<file path="src/rtl/sbox_port_arbiter.sv">
// Shares the single four-lane S-box ROM read port between key expansion (K) and sub_shift (S):
// arbitrates, latches the winner's addresses, waits for the ROM and returns the bytes with a done pulse.
module sbox_port_arbiter #(
    parameter int RR      = 1,
    parameter int TIMEOUT = 64
) (
    input  logic       clk,
    input  logic       rst,

    input  logic       k_req,
    input  logic [7:0] k_addr0,
    input  logic [7:0] k_addr1,
    input  logic [7:0] k_addr2,
    input  logic [7:0] k_addr3,
    output logic [7:0] k_data0,
    output logic [7:0] k_data1,
    output logic [7:0] k_data2,
    output logic [7:0] k_data3,
    output logic       k_done,

    input  logic       s_req,
    input  logic [7:0] s_addr0,
    input  logic [7:0] s_addr1,
    input  logic [7:0] s_addr2,
    input  logic [7:0] s_addr3,
    output logic [7:0] s_data0,
    output logic [7:0] s_data1,
    output logic [7:0] s_data2,
    output logic [7:0] s_data3,
    output logic       s_done,

    output logic       sb_rd_en,
    output logic [7:0] sb_addr0,
    output logic [7:0] sb_addr1,
    output logic [7:0] sb_addr2,
    output logic [7:0] sb_addr3,
    input  logic [7:0] sb_out0,
    input  logic [7:0] sb_out1,
    input  logic [7:0] sb_out2,
    input  logic [7:0] sb_out3,
    input  logic       sb_done,

    output logic       grant,
    output logic       busy,
    output logic       err
);
    localparam int         LANES    = 4;
    localparam bit         RR_EN    = (RR != 0);
    localparam logic [7:0] CNT_LAST = 8'(TIMEOUT);

    typedef enum logic [1:0] {
        IDLE = 2'd0,
        BUSY = 2'd1,
        RESP = 2'd2
    } state_t;

    state_t     state_reg;
    logic       grant_reg;
    logic       last_reg;      // 0 = K, 1 = S; resets to S so K wins the first tie
    logic       rd_en_reg;
    logic       busy_reg;
    logic       k_done_reg;
    logic       s_done_reg;
    logic       err_reg;
    logic [7:0] cnt_reg;

    logic [LANES-1:0][7:0] k_addr_v;
    logic [LANES-1:0][7:0] s_addr_v;
    logic [LANES-1:0][7:0] sb_out_v;

    logic pick_s;
    logic grant_fire;
    logic capture;
    logic timeout_hit;

    assign k_addr_v = {k_addr3, k_addr2, k_addr1, k_addr0};
    assign s_addr_v = {s_addr3, s_addr2, s_addr1, s_addr0};
    assign sb_out_v = {sb_out3, sb_out2, sb_out1, sb_out0};

    // A lone request always wins; a tie goes to S only in round-robin mode after a K grant.
    assign pick_s      = s_req && (!k_req || (RR_EN && !last_reg));
    assign grant_fire  = (state_reg == IDLE) && !sb_done && (k_req || s_req);
    assign capture     = (state_reg == BUSY) && sb_done;
    assign timeout_hit = (state_reg == BUSY) && !sb_done && (cnt_reg == CNT_LAST);

    for (genvar gi = 0; gi < LANES; gi++) begin : g_lane
        logic [7:0] addr_reg;
        logic [7:0] k_data_reg;
        logic [7:0] s_data_reg;

        always_ff @(posedge clk or negedge rst) begin
            if (!rst) begin
                addr_reg   <= 8'h00;
                k_data_reg <= 8'h00;
                s_data_reg <= 8'h00;
            end else begin
                if (grant_fire) begin
                    addr_reg <= pick_s ? s_addr_v[gi] : k_addr_v[gi];
                end
                if (capture && !grant_reg) begin
                    k_data_reg <= sb_out_v[gi];
                end
                if (capture && grant_reg) begin
                    s_data_reg <= sb_out_v[gi];
                end
            end
        end
    end

    // Counter counts BUSY cycles from the grant, so a timeout's done appears TIMEOUT+1 cycles after it.
    always_ff @(posedge clk or negedge rst) begin
        if (!rst) begin
            state_reg  <= IDLE;
            grant_reg  <= 1'b0;
            last_reg   <= 1'b1;
            rd_en_reg  <= 1'b0;
            busy_reg   <= 1'b0;
            k_done_reg <= 1'b0;
            s_done_reg <= 1'b0;
            err_reg    <= 1'b0;
            cnt_reg    <= 8'h00;
        end else begin
            k_done_reg <= 1'b0;
            s_done_reg <= 1'b0;
            case (state_reg)
                IDLE: begin
                    if (grant_fire) begin
                        grant_reg <= pick_s;
                        cnt_reg   <= 8'h00;
                        rd_en_reg <= 1'b1;
                        busy_reg  <= 1'b1;
                        state_reg <= BUSY;
                    end
                end
                BUSY: begin
                    if (capture || timeout_hit) begin
                        rd_en_reg  <= 1'b0;
                        err_reg    <= timeout_hit;
                        k_done_reg <= !grant_reg;
                        s_done_reg <= grant_reg;
                        state_reg  <= RESP;
                    end else begin
                        cnt_reg <= cnt_reg + 8'h01;
                    end
                end
                RESP: begin
                    busy_reg  <= 1'b0;
                    err_reg   <= 1'b0;
                    last_reg  <= grant_reg;
                    state_reg <= IDLE;
                end
                default: begin
                    state_reg <= IDLE;
                end
            endcase
        end
    end

    assign sb_rd_en = rd_en_reg;
    assign sb_addr0 = g_lane[0].addr_reg;
    assign sb_addr1 = g_lane[1].addr_reg;
    assign sb_addr2 = g_lane[2].addr_reg;
    assign sb_addr3 = g_lane[3].addr_reg;

    assign k_data0 = g_lane[0].k_data_reg;
    assign k_data1 = g_lane[1].k_data_reg;
    assign k_data2 = g_lane[2].k_data_reg;
    assign k_data3 = g_lane[3].k_data_reg;
    assign s_data0 = g_lane[0].s_data_reg;
    assign s_data1 = g_lane[1].s_data_reg;
    assign s_data2 = g_lane[2].s_data_reg;
    assign s_data3 = g_lane[3].s_data_reg;

    assign k_done = k_done_reg;
    assign s_done = s_done_reg;
    assign grant  = grant_reg;
    assign busy   = busy_reg;
    assign err    = err_reg;
endmodule
</file>
<file path="config.mk">
export PLATFORM = sky130hd
export DESIGN_NAME = sbox_port_arbiter
export DESIGN_NICKNAME = d
export VERILOG_FILES = /design/src/rtl/sbox_port_arbiter.sv
export SDC_FILE = /design/constraint.sdc
export NUM_CORES = 1
export LEC_CHECK = 0
export BUFFER_PORTS_ARGS = -buffer_cell sky130_fd_sc_hd__buf_4
export CAP_MARGIN = 20
export CELL_PAD_IN_SITES_DETAIL_PLACEMENT = 1
export CELL_PAD_IN_SITES_GLOBAL_PLACEMENT = 2
export CORE_UTILIZATION = 32
export DETAILED_ROUTE_END_ITERATION = 7
export PLACE_DENSITY_LB_ADDON = 0.1
export SYNTH_ARGS = -nofsm -noshare
export SYNTH_HDL_FRONTEND = slang
export SYNTH_SLANG_ARGS = --single-unit
</file>
<file path="constraint.sdc">
create_clock -name clk -period 2.64 [get_ports clk]
set_input_delay 0.264 -clock clk [delete_from_list [all_inputs] [get_ports clk]]
set_output_delay 0.264 -clock clk [all_outputs]
set_load 0.01 [all_outputs]
</file>
==> impl_results.md <==
* Clock sinks at 113
* Shortest clock period the worst path allows after layout at 1.95 ns
* Average size of a mapped cell at about 13 um^2
* Sequential cell area in the final layout at 0.00283 mm^2
* Leakage power at ~3.4 nW
* Share of synthesized area occupied by flip-flops and latches at about three fifths
* First DRT Iteration DRCs at 94
* R2r endpoint: cnt_reg[5]
* Synthesized netlist net count at ~460
* Via count of the routed design at 3576
* Worst reg2reg path startpoint: cnt_reg[0]
* RSZ-0062 raised after global routing: false
* Root cell of the clock tree: clkbuf_16
* Max Cap Viol at 0
* Post-route ant nets at 0
* Worst setup path endpoint: cnt_reg[5]
* Vias in the first global route at 3799
* Cell area after synthesis at ~0.0047 mm^2
* Biggest fanout along the worst timing path at 6
* Placed Cells at between 700 and 800
* Multi-input combinational cell area at 0.00173 mm^2
* Maximum number of pins on one net before global-route repair at roughly 110
* Setup_tns at 0 ns
* Later-pin clock latency in the skew report at between 0.4 and 0.5 ns
* Kind of cell with the highest combined delay on the critical path: compound AO/OA/AOI/OAI gates
* Count of cells along the worst register-to-register path at 7
* Run status: finished clean
* Critical Path, Cell by Cell: inv_1 > ha_1 > nand4bb_1 > o41ai_2 > and2_1 > inv_2 > a31oi_1
* Slew at the pin with the worst max-slew slack at 0.640 ns
* Number of inserted filler cells in the final layout at 1480
* Setup CP Type: reg -> reg
* Chip Height at 123 um
* Maximum root-to-sink buffer count at 2
* Iteration count of the initial detailed-routing pass at 4
* Global-route usage over all layers at between 10% and 20%
* Final number of setup-violating endpoints at 0
* Congestion Overflow GR at 0
* Number of buffers added by the clock tree synthesis step at 17
* Number of logic stages on the critical path including buffering at 7
* Critical path buffers and inverters at 2
* Count of cell types in the netlist at 40
* I/O pin count at slightly above 200
* Final routed DRC violation total at 0
* Synthesis-stage register bit count at about 110
* TritonCTS clock tree: built
* Crit path DAT at between 2 and 2.5 ns
* Setup crit end kind: flop
* Post-layout utilization of the core at 49.9%
* Maximum vdd ir drop at approximately 0.43 mV
* Fmax at 0.514 GHz
* Setup repair bufs after CTS at 0
* H-Tree Level Count at 4
* Total die area at 0.0151 mm^2
* Number of placement rows at 43
* Number of nets in the finished design at roughly 670
* Synthesis Warnings at 0
* Final worst path period share at 73.7%
* Starting density of the core at around a third
* Total power density per cell area at 1130 mW/mm^2
* Number of slew-limit violations in the final report at 0
* Required arrival time at the worst endpoint at between 2 and 3 ns
* Max stage delay cell, worst path: o41ai_2
* Count of instances resized after the clock tree is built at 0
* Min-delay worst type: in -> reg
* Slack of the worst reg-to-reg path at 0.69 ns
* Wire length of the first global-routing pass at slightly below 20000 um
* Area Overhead vs Synth at 50.0%
* Average vias per placed instance at 4.72
* Core region area at between 0.01 and 0.015 mm^2
* Worst clock skew on the final layout at 0.00755 ns
* Number of antenna violations at the first check in global routing at 0
* Width of the chip at 123 um
* Routed len/inst at 16.8 um
* Clk pin slew, worst setup/hold paths at 0.05 ns
* Post-Syn Instances at around 360
* GPL Wtd Cong at around 0.75
* Layout Cells excl Fill at between 700 and 800
* Port-buffer cells at between 200 and 250
* Layout cells sized above 1 at around 48%
* Relative max-transition margin at 56.9%
* Antenna diodes at 0
* Max stage delay on crit path at between 0.5 and 0.6 ns
* CP startpoint: cnt_reg[0]
* Final hold violation count at 0
* Startpoint types: flop
* Placed wire-length estimate after detailed placement at 9260 um
* Detailed-route wire length at 12800 um
==> routing by layer <==
layer  wire [um]  share of wire (%)  track usage, %
met3         971                7.6            4.93
met1        5290                 41            21.8
met2        6290                 49            28.9
met4         211                1.7            8.08
met5           0                  0               0
==> Yosys cell counts, drive strengths merged <==
library cell	n	area share (%)
dfrtp	112	60
mux2	66	16
o21ai	43	4.6
nand2	37	3.0
mux2i	32	6.9
buf	12	1.8
clkbuf	7	0.56
inv	7	0.56
nand3	6	0.75
nor2	5	0.56
o22a	3	0.56
and2	2	0.27
and3	2	0.27
ha	2	0.54
nor2b	2	0.27
a21boi	1	0.16
a21o	1	0.16
a21oi	1	0.11
a22o	1	0.19
a31oi	1	0.13
a32o	1	0.21
a41oi	1	0.19
and2b	1	0.16
dfstp	1	0.56
nand4	1	0.13
nand4bb	1	0.24
nor3	1	0.11
nor3b	1	0.16
nor4	1	0.13
o21a	1	0.16
o41ai	1	0.35
or3	1	0.13
xor2	1	0.19
==> worst reg2reg max path: stages, from the launching register on <==
cell       delay [ns]
dfrtp_1          0.42
inv_1            0.08
ha_1             0.14
nand4bb_1        0.14
o41ai_2          0.53
and2_1           0.33
inv_2            0.06
a31oi_1          0.16
==> cell usage in the layout (no fill, tap or decap), types with 3 or more instances in the layout <==
cell type | Yosys | final
nand2_1 | 37 | 37
nor2_1 | 4 | 4
clkbuf_8 | 0 | 4
dfrtp_1 | 112 | 112
mux2i_1 | 32 | 32
nand3_1 | 5 | 5
clkinv_2 | 0 | 5
o22a_1 | 3 | 3
mux2_1 | 33 | 33
o21ai_0 | 42 | 42
inv_1 | 6 | 6
bufinv_16 | 0 | 3
buf_4 | 3 | 207
mux2_2 | 33 | 33
clkbuf_16 | 0 | 17
==> power breakdown <==
group	total (mW)	leakage (nW)	internal [mW]	switching, mW
combinational	2.66	1.73	1.48	1.19
clock	2.34	0.306	1.57	0.767
sequential	2.93	1.38	2.48	0.454
==> area by class of cell <==
class	instances	area share (%)
flip-flops and latches	113	40.4
multi-input cells	217	24.6
repair buffers	209	22.6
clock buffers	22	6.91
well taps	180	3.21
clock inverters	10	1.88
inverters	7	0.375
==> cell families after synthesis <==
logic type | Yosys count | share of synthesized area (%)
AND/OR/NAND/NOR | 61 | 6.16
adder cells (fa/ha/maj) | 2 | 0.536
XOR/XNOR | 1 | 0.188
multiplexers | 98 | 22.8
buffers and inverters | 26 | 2.97
flip-flops | 113 | 60.6
AO/OA/AOI/OAI | 55 | 6.83
==> timing repair <==
action	in CTS	in global routing
hold endpoints to repair	112	0
endpoints found under the setup margin	0	0
hold buffers	1	0
==> metrics by stage <==
| step | worst slack (ns) | instance area (um^2) | total power [mW] | hold WS [ns] |
|---|---|---|---|---|
| final | 0.695 | 7010 | 7.94 | 0.0810 |
| after global routing | 0.536 | 7010 | 8.44 | 0.0703 |
| after detailed placement | 0.749 | 6380 | 5.68 | 0.399 |
| after CTS | 0.699 | 7010 | 8.07 | 0.0650 |
| after floorplan | 1.14 | 4670 | 4.06 | -0.0316 |
| after global placement | 0.854 | 6380 | 5.57 | 0.398 |
==> worst min path at each step <==
stage,slack [ns],start,end,depth (start not counted)
final,0.08,sb_out1[0],s_data1[0],2
after floorplan,-0.03,rst,busy,0
after global routing,0.07,sb_out0[5],s_data0[5],2
after detailed placement,0.40,rst,s_data0[4],2
after CTS,0.06,sb_out0[2],s_data0[2],2
after global placement,0.40,rst,s_data0[4],2
Power figures use the tool's default switching activity.
